[src/rtl/fifo_drain.sv]
// fifo_drain -- read-side controller for the byte FIFO.
//
// Watches the FIFO empty flag, issues rd_en, captures buf_out one cycle after
// each accepted read into a 2-entry skid buffer, and presents the bytes on a
// valid/ready interface. Also keeps a wrapping byte count and an XOR checksum
// of every captured byte.
//
// Ports:
//   clk        FIFO read clock, all logic on its rising edge
//   rst        synchronous active-high reset
//   enable     permits new FIFO reads
//   clr        synchronous clear of rd_count and xor_sum only
//   empty      FIFO empty flag
//   buf_out    FIFO read data, valid the edge after an accepted read
//   rd_en      FIFO read strobe (combinational, depends on out_ready)
//   out_data   head of the skid buffer
//   out_valid  out_data is valid
//   out_ready  downstream accepts
//   rd_count   bytes captured, mod 2^CNT_W
//   xor_sum    XOR of all captured bytes
//   busy       FSM not idle or buffer not empty
module fifo_drain #(
   parameter int unsigned DATA_W = 8,
   parameter int unsigned CNT_W  = 16
) (
   input  logic              clk,
   input  logic              rst,
   input  logic              enable,
   input  logic              clr,
   input  logic              empty,
   input  logic [DATA_W-1:0] buf_out,
   output logic              rd_en,
   output logic [DATA_W-1:0] out_data,
   output logic              out_valid,
   input  logic              out_ready,
   output logic [CNT_W-1:0]  rd_count,
   output logic [DATA_W-1:0] xor_sum,
   output logic              busy
);

   typedef enum logic [1:0] {
      IDLE = 2'd0,
      RUN  = 2'd1,
      STOP = 2'd2
   } state_t;

   state_t            state_q, state_d;
   logic [1:0]        occ_q, occ_d;
   logic              infl_q, infl_d;
   logic [DATA_W-1:0] head_q, head_d;
   logic [DATA_W-1:0] tail_q, tail_d;
   logic [CNT_W-1:0]  cnt_q, cnt_d;
   logic [DATA_W-1:0] xor_q, xor_d;

   logic              pop;
   logic [2:0]        occ_after;

   always_comb begin
      pop = (occ_q != 2'd0) & out_ready;

      // Occupancy after this edge; a new read is only issued if its byte
      // will still find a free slot, so occupancy can never exceed 2.
      occ_after = {1'b0, occ_q} + {2'b00, infl_q} - {2'b00, pop};
      rd_en     = !rst & (state_q == RUN) & !empty & (occ_after < 3'd2);
      infl_d    = rd_en;
      occ_d     = occ_after[1:0];

      state_d = state_q;
      unique case (state_q)
         IDLE:    if (enable) state_d = RUN;
         RUN:     if (!enable) state_d = rd_en ? STOP : IDLE;
         STOP:    state_d = IDLE;
         default: state_d = IDLE;
      endcase

      // Two-slot buffer: head is presented, tail holds the second entry.
      head_d = head_q;
      tail_d = tail_q;
      unique case ({infl_q, pop})
         2'b10: begin
            if (occ_q == 2'd0) head_d = buf_out;
            else               tail_d = buf_out;
         end
         2'b01: head_d = tail_q;
         2'b11: begin
            if (occ_q == 2'd1) begin
               head_d = buf_out;
            end else begin
               head_d = tail_q;
               tail_d = buf_out;
            end
         end
         default: ;
      endcase

      cnt_d = cnt_q;
      xor_d = xor_q;
      if (clr) begin
         cnt_d = '0;
         xor_d = '0;
      end else if (infl_q) begin
         cnt_d = cnt_q + 1'b1;
         xor_d = xor_q ^ buf_out;
      end
   end

   always_ff @(posedge clk) begin
      if (rst) begin
         state_q <= IDLE;
         occ_q   <= '0;
         infl_q  <= 1'b0;
         head_q  <= '0;
         tail_q  <= '0;
         cnt_q   <= '0;
         xor_q   <= '0;
      end else begin
         state_q <= state_d;
         occ_q   <= occ_d;
         infl_q  <= infl_d;
         head_q  <= head_d;
         tail_q  <= tail_d;
         cnt_q   <= cnt_d;
         xor_q   <= xor_d;
      end
   end

   assign out_data  = head_q;
   assign out_valid = (occ_q != 2'd0);
   assign rd_count  = cnt_q;
   assign xor_sum   = xor_q;
   assign busy      = (state_q != IDLE) | (occ_q != 2'd0);

endmodule

[config.mk]
export PLATFORM = sky130hd
export DESIGN_NAME = fifo_drain
export DESIGN_NICKNAME = d
export VERILOG_FILES = /design/src/rtl/fifo_drain.sv
export SDC_FILE = /design/constraint.sdc
export NUM_CORES = 1
export LEC_CHECK = 0
export CORE_ASPECT_RATIO = 1.2
export CORE_MARGIN = 3
export CORE_UTILIZATION = 45
export DETAILED_ROUTE_END_ITERATION = 6
export PLACE_DENSITY = 0.73
export SLEW_MARGIN = 15
export SYNTH_ARGS = -nofsm -noshare
export SYNTH_HDL_FRONTEND = slang
export SYNTH_SLANG_ARGS = --single-unit
[constraint.sdc]
create_clock -name clk -period 4 [get_ports clk]
set_input_delay 1 -clock clk [delete_from_list [all_inputs] [get_ports clk]]
set_output_delay 1 -clock clk [all_outputs]
set_load 0.02 [all_outputs]
==> qor.csv <==
stage,metric,value,unit
setup_path,critPathSlowestCell,fa_2,
timing,fmax,257,MHz
detailed_routing,route.antenna.remaining_nets,0,
finish,design_area,2710,um2
logic_synthesis,syn-num-nets,247,
timing,grt_setup_unrepaired,no,
global_route,grt_start_max_net_pins,26,
logic_synthesis,synth-main-ff-cell,dfxtp_1,
clocking,cts.clk_slew.worst_paths,0.07,ns
floorplanning,die_area,5440,um2
setup_path,r2r_cells,6,
detailed_routing,drt_iter0_drc,73,
clocking,clockBufferDepth,2,
finish,antennaDiodeCount,0,
logic_synthesis,ys_warn_count,0,
timing,period_needed,3.89,ns
floorplanning,core_area,4330,um2
finish,drive_gt1_share,11.3,%
global_route,grtUsageTotal,18.3,%
timing,worst_pin_slew,0.489,ns
min_path,hold_depth,1,
global_route,grt_pass1_wl,7670,um
logic_synthesis,yosysTopAreaCell,dfxtp_1,
logic_synthesis,synth_seq_cells,45,
setup_path,reg2reg_from,occ_q[0],
floorplanning,die_y,80.2,um
floorplanning,rows,26,
logic_synthesis,ys_top_cells_by_count,"45 x dfxtp_1, 31 x nor2_1, 16 x xor2_1",
clocking,numCtsBuffers,5,
power,p_leak,0.991,nW
logic_synthesis,synth_top_cells_by_area,"dfxtp_1 44%, xor2_1 6.8%, nor2_1 5.6%",
timing,fin_setup_tns,0,ns
min_path,hold_start,state_q[1],
setup_path,critical_path_arrival,2.89,ns
logic_synthesis,yosys.cell_count.top_type,dfxtp_1,
placed_design,dpl-instance-area,2590,um2
setup_path,critPathBufInv,3,
floorplanning,fp.dieW,67.9,um
clocking,htreeDepth,2,
timing,setup_viol,0,
detailed_routing,vias_per_cell,5.39,
global_route,antenna_found_initial,0,
power,powerDensity,501,nW/um2
detailed_routing,drt_drc_violations_left,0,
clocking,cts_sinks,45,
logic_synthesis,synth-edff-count,0,
placed_design,hpwl,3310,um
setup_path,end_kind,output pin,
setup_path,r2r-end,out_data[3],
clocking,post-cts-setup-buffer-count,0,
floorplanning,initial_core_util,47.7,%
placed_design,placed_cells,323,
min_path,worstHoldPathType,flip-flop to flip-flop,
clocking,tritoncts,built,
timing,setup_ws,0.111,ns
detailed_routing,wl_per_cell,13.8,um
clocking,root_buffer,clkbuf_8,
timing,worst_clock_skew,0.00593,ns
logic_synthesis,netlist_area,2070,um2
power,ir_drop,0.430,mV
global_route,overflow,0,
setup_path,worstSetupStartpointType,input pin,
floorplanning,io_pins,49,
timing,maxSlewViolCount,0,
logic_synthesis,seq_area_frac_synth,43.6,%
placed_design,port_buffers,48,
detailed_routing,vias,1784,
clocking,ctsHoldBuffers,0,
placed_design,gp_congestion,0.786,
timing,timing.final.crit_share,97.2,%
global_route,grt_pass1_vias,1700,
job,drv_cap,0,
detailed_routing,wirelength,4580,um
clocking,insertion_delay,0.29,ns
setup_path,max_stage_delay,0.47,ns
setup_path,crit_fanout,4,
detailed_routing,drt_pre_antenna_iters,5,
setup_path,rrSetupSlack,1.85,ns
setup_path,cp_cell_sequence,clkdlybuf4s50_1 -> o21a_1 -> ha_1 -> inv_1 -> ha_1 -> fa_2 -> nor3_1 -> buf_2,
finish,layout.core_utilization,62.6,%
logic_synthesis,yosys.cell_types.count,39,
timing,hold_viol_final,0,
finish,syn2layout_area_growth,31.1,%
logic_synthesis,async_reset_ff_share,0,%
timing,slew_headroom,67.3,%
setup_path,cpLargestDelayFamily,adder cells,
min_path,hold_end,state_q[0],
finish,layoutNonFillerInstCount,331,
placed_design,pre_cts_ws,-0.435,ns
logic_synthesis,avgSynthCellArea,9.10,um2
setup_path,critPathRequiredTime,3.00,ns
finish,final_nets,294,
setup_path,criticalPathCategory,input pin to output pin,
setup_path,critPathMostFrequentCell,ha_1,
status,status,"complete, no violations",
logic_synthesis,netlist.area_leader.share,43.6,%
setup_path,startpoint,out_ready,
logic_synthesis,syn_inst,227,
==> worst max-delay path by stage <==
stage / to / slack (ns) / cells past startpoint
floorplan: rd_en / 0.31 / 7
global placement: rd_en / -0.38 / 9
detailed placement: rd_en / -0.44 / 9
CTS: rd_en / 0.01 / 9
global route: rd_en / 0.02 / 8
finish: rd_en / 0.11 / 8
==> state kept, by name (all words and copies together), names as in the netlist <==
signal    cells
infl_q        1
occ_q         2
out_data      8
rd_count     16
state_q       2
tail_q        8
xor_sum       8
==> worst reg2reg max path: stages, from the launching register on <==
cell and delay (ns):
dfxtp_1 0.63, o21a_1 0.23, buf_4 0.13, ha_1 0.27, mux2i_2 0.45, a221oi_1 0.17, nor3_1 0.20
==> what timing repair did <==
action | CTS | global route
endpoints found under the hold margin | 0 | 0
pin swaps | 0 | 1
gates resized for setup | 5 | 2
setup endpoints to repair | 1 | 1
==> metal layers <==
metal / GRT usage [%] / share of wire, %
met5: 0 / 0
met4: 5.37 / 1.2
met3: 5.03 / 3.8
met2: 30.1 / 48
met1: 23.2 / 47
==> kinds of logic after synthesis <==
logic type	count (synthesis)	share of synthesized area, %
muxes	3	1.70
buffers and inverters	19	4.18
AOI/OAI and AO/OA	48	17.2
and+or+nand+nor	87	21.3
adders and majority gates	6	4.00
DFF	45	43.6
xor gates and xnor gates	19	8.06
==> final cells by class <==
class                   count  area [um2]
flip-flops and latches     45         901
well taps                  56        70.1
inverters                   7        26.3
multi-input cells         163        1090
clock inverters             1        30.0
fillers                   395        1620
repair buffers             52         505
clock buffers               7        86.3
==> stage by stage <==
stage | power, mW | hold WS, ns
finish | 1.36 | 0.470
global route | 1.44 | 0.497
CTS | 1.36 | 0.471
detailed placement | 1.00 | 0.458
global placement | 0.992 | 0.450
floorplan | 0.840 | 0.406
==> cell usage in the layout (no fill, tap or decap), drive strengths merged, types with 2 or more instances in the layout <==
cell type,instances
clkbuf,7
nor2,31
clkdlybuf4s50,47
inv,7
nor3,10
a221oi,8
o21ai,5
xor2,16
xnor2,3
dfxtp,45
mux2i,2
nor2b,2
nand4,5
a21o,2
nand2,11
o22ai,8
a21oi,14
and2,4
or3,6
nand3,7
o221a,8
ha,5
and4,2
buf,5
nand2b,4
==> report_power, final <==
group          switching, mW  internal [mW]  total (mW)
Sequential            0.0513          0.499       0.551
Combinational          0.244          0.211       0.455
Clock                  0.146          0.204       0.350
No activity file was read; power rests on OpenSTA's default activity.
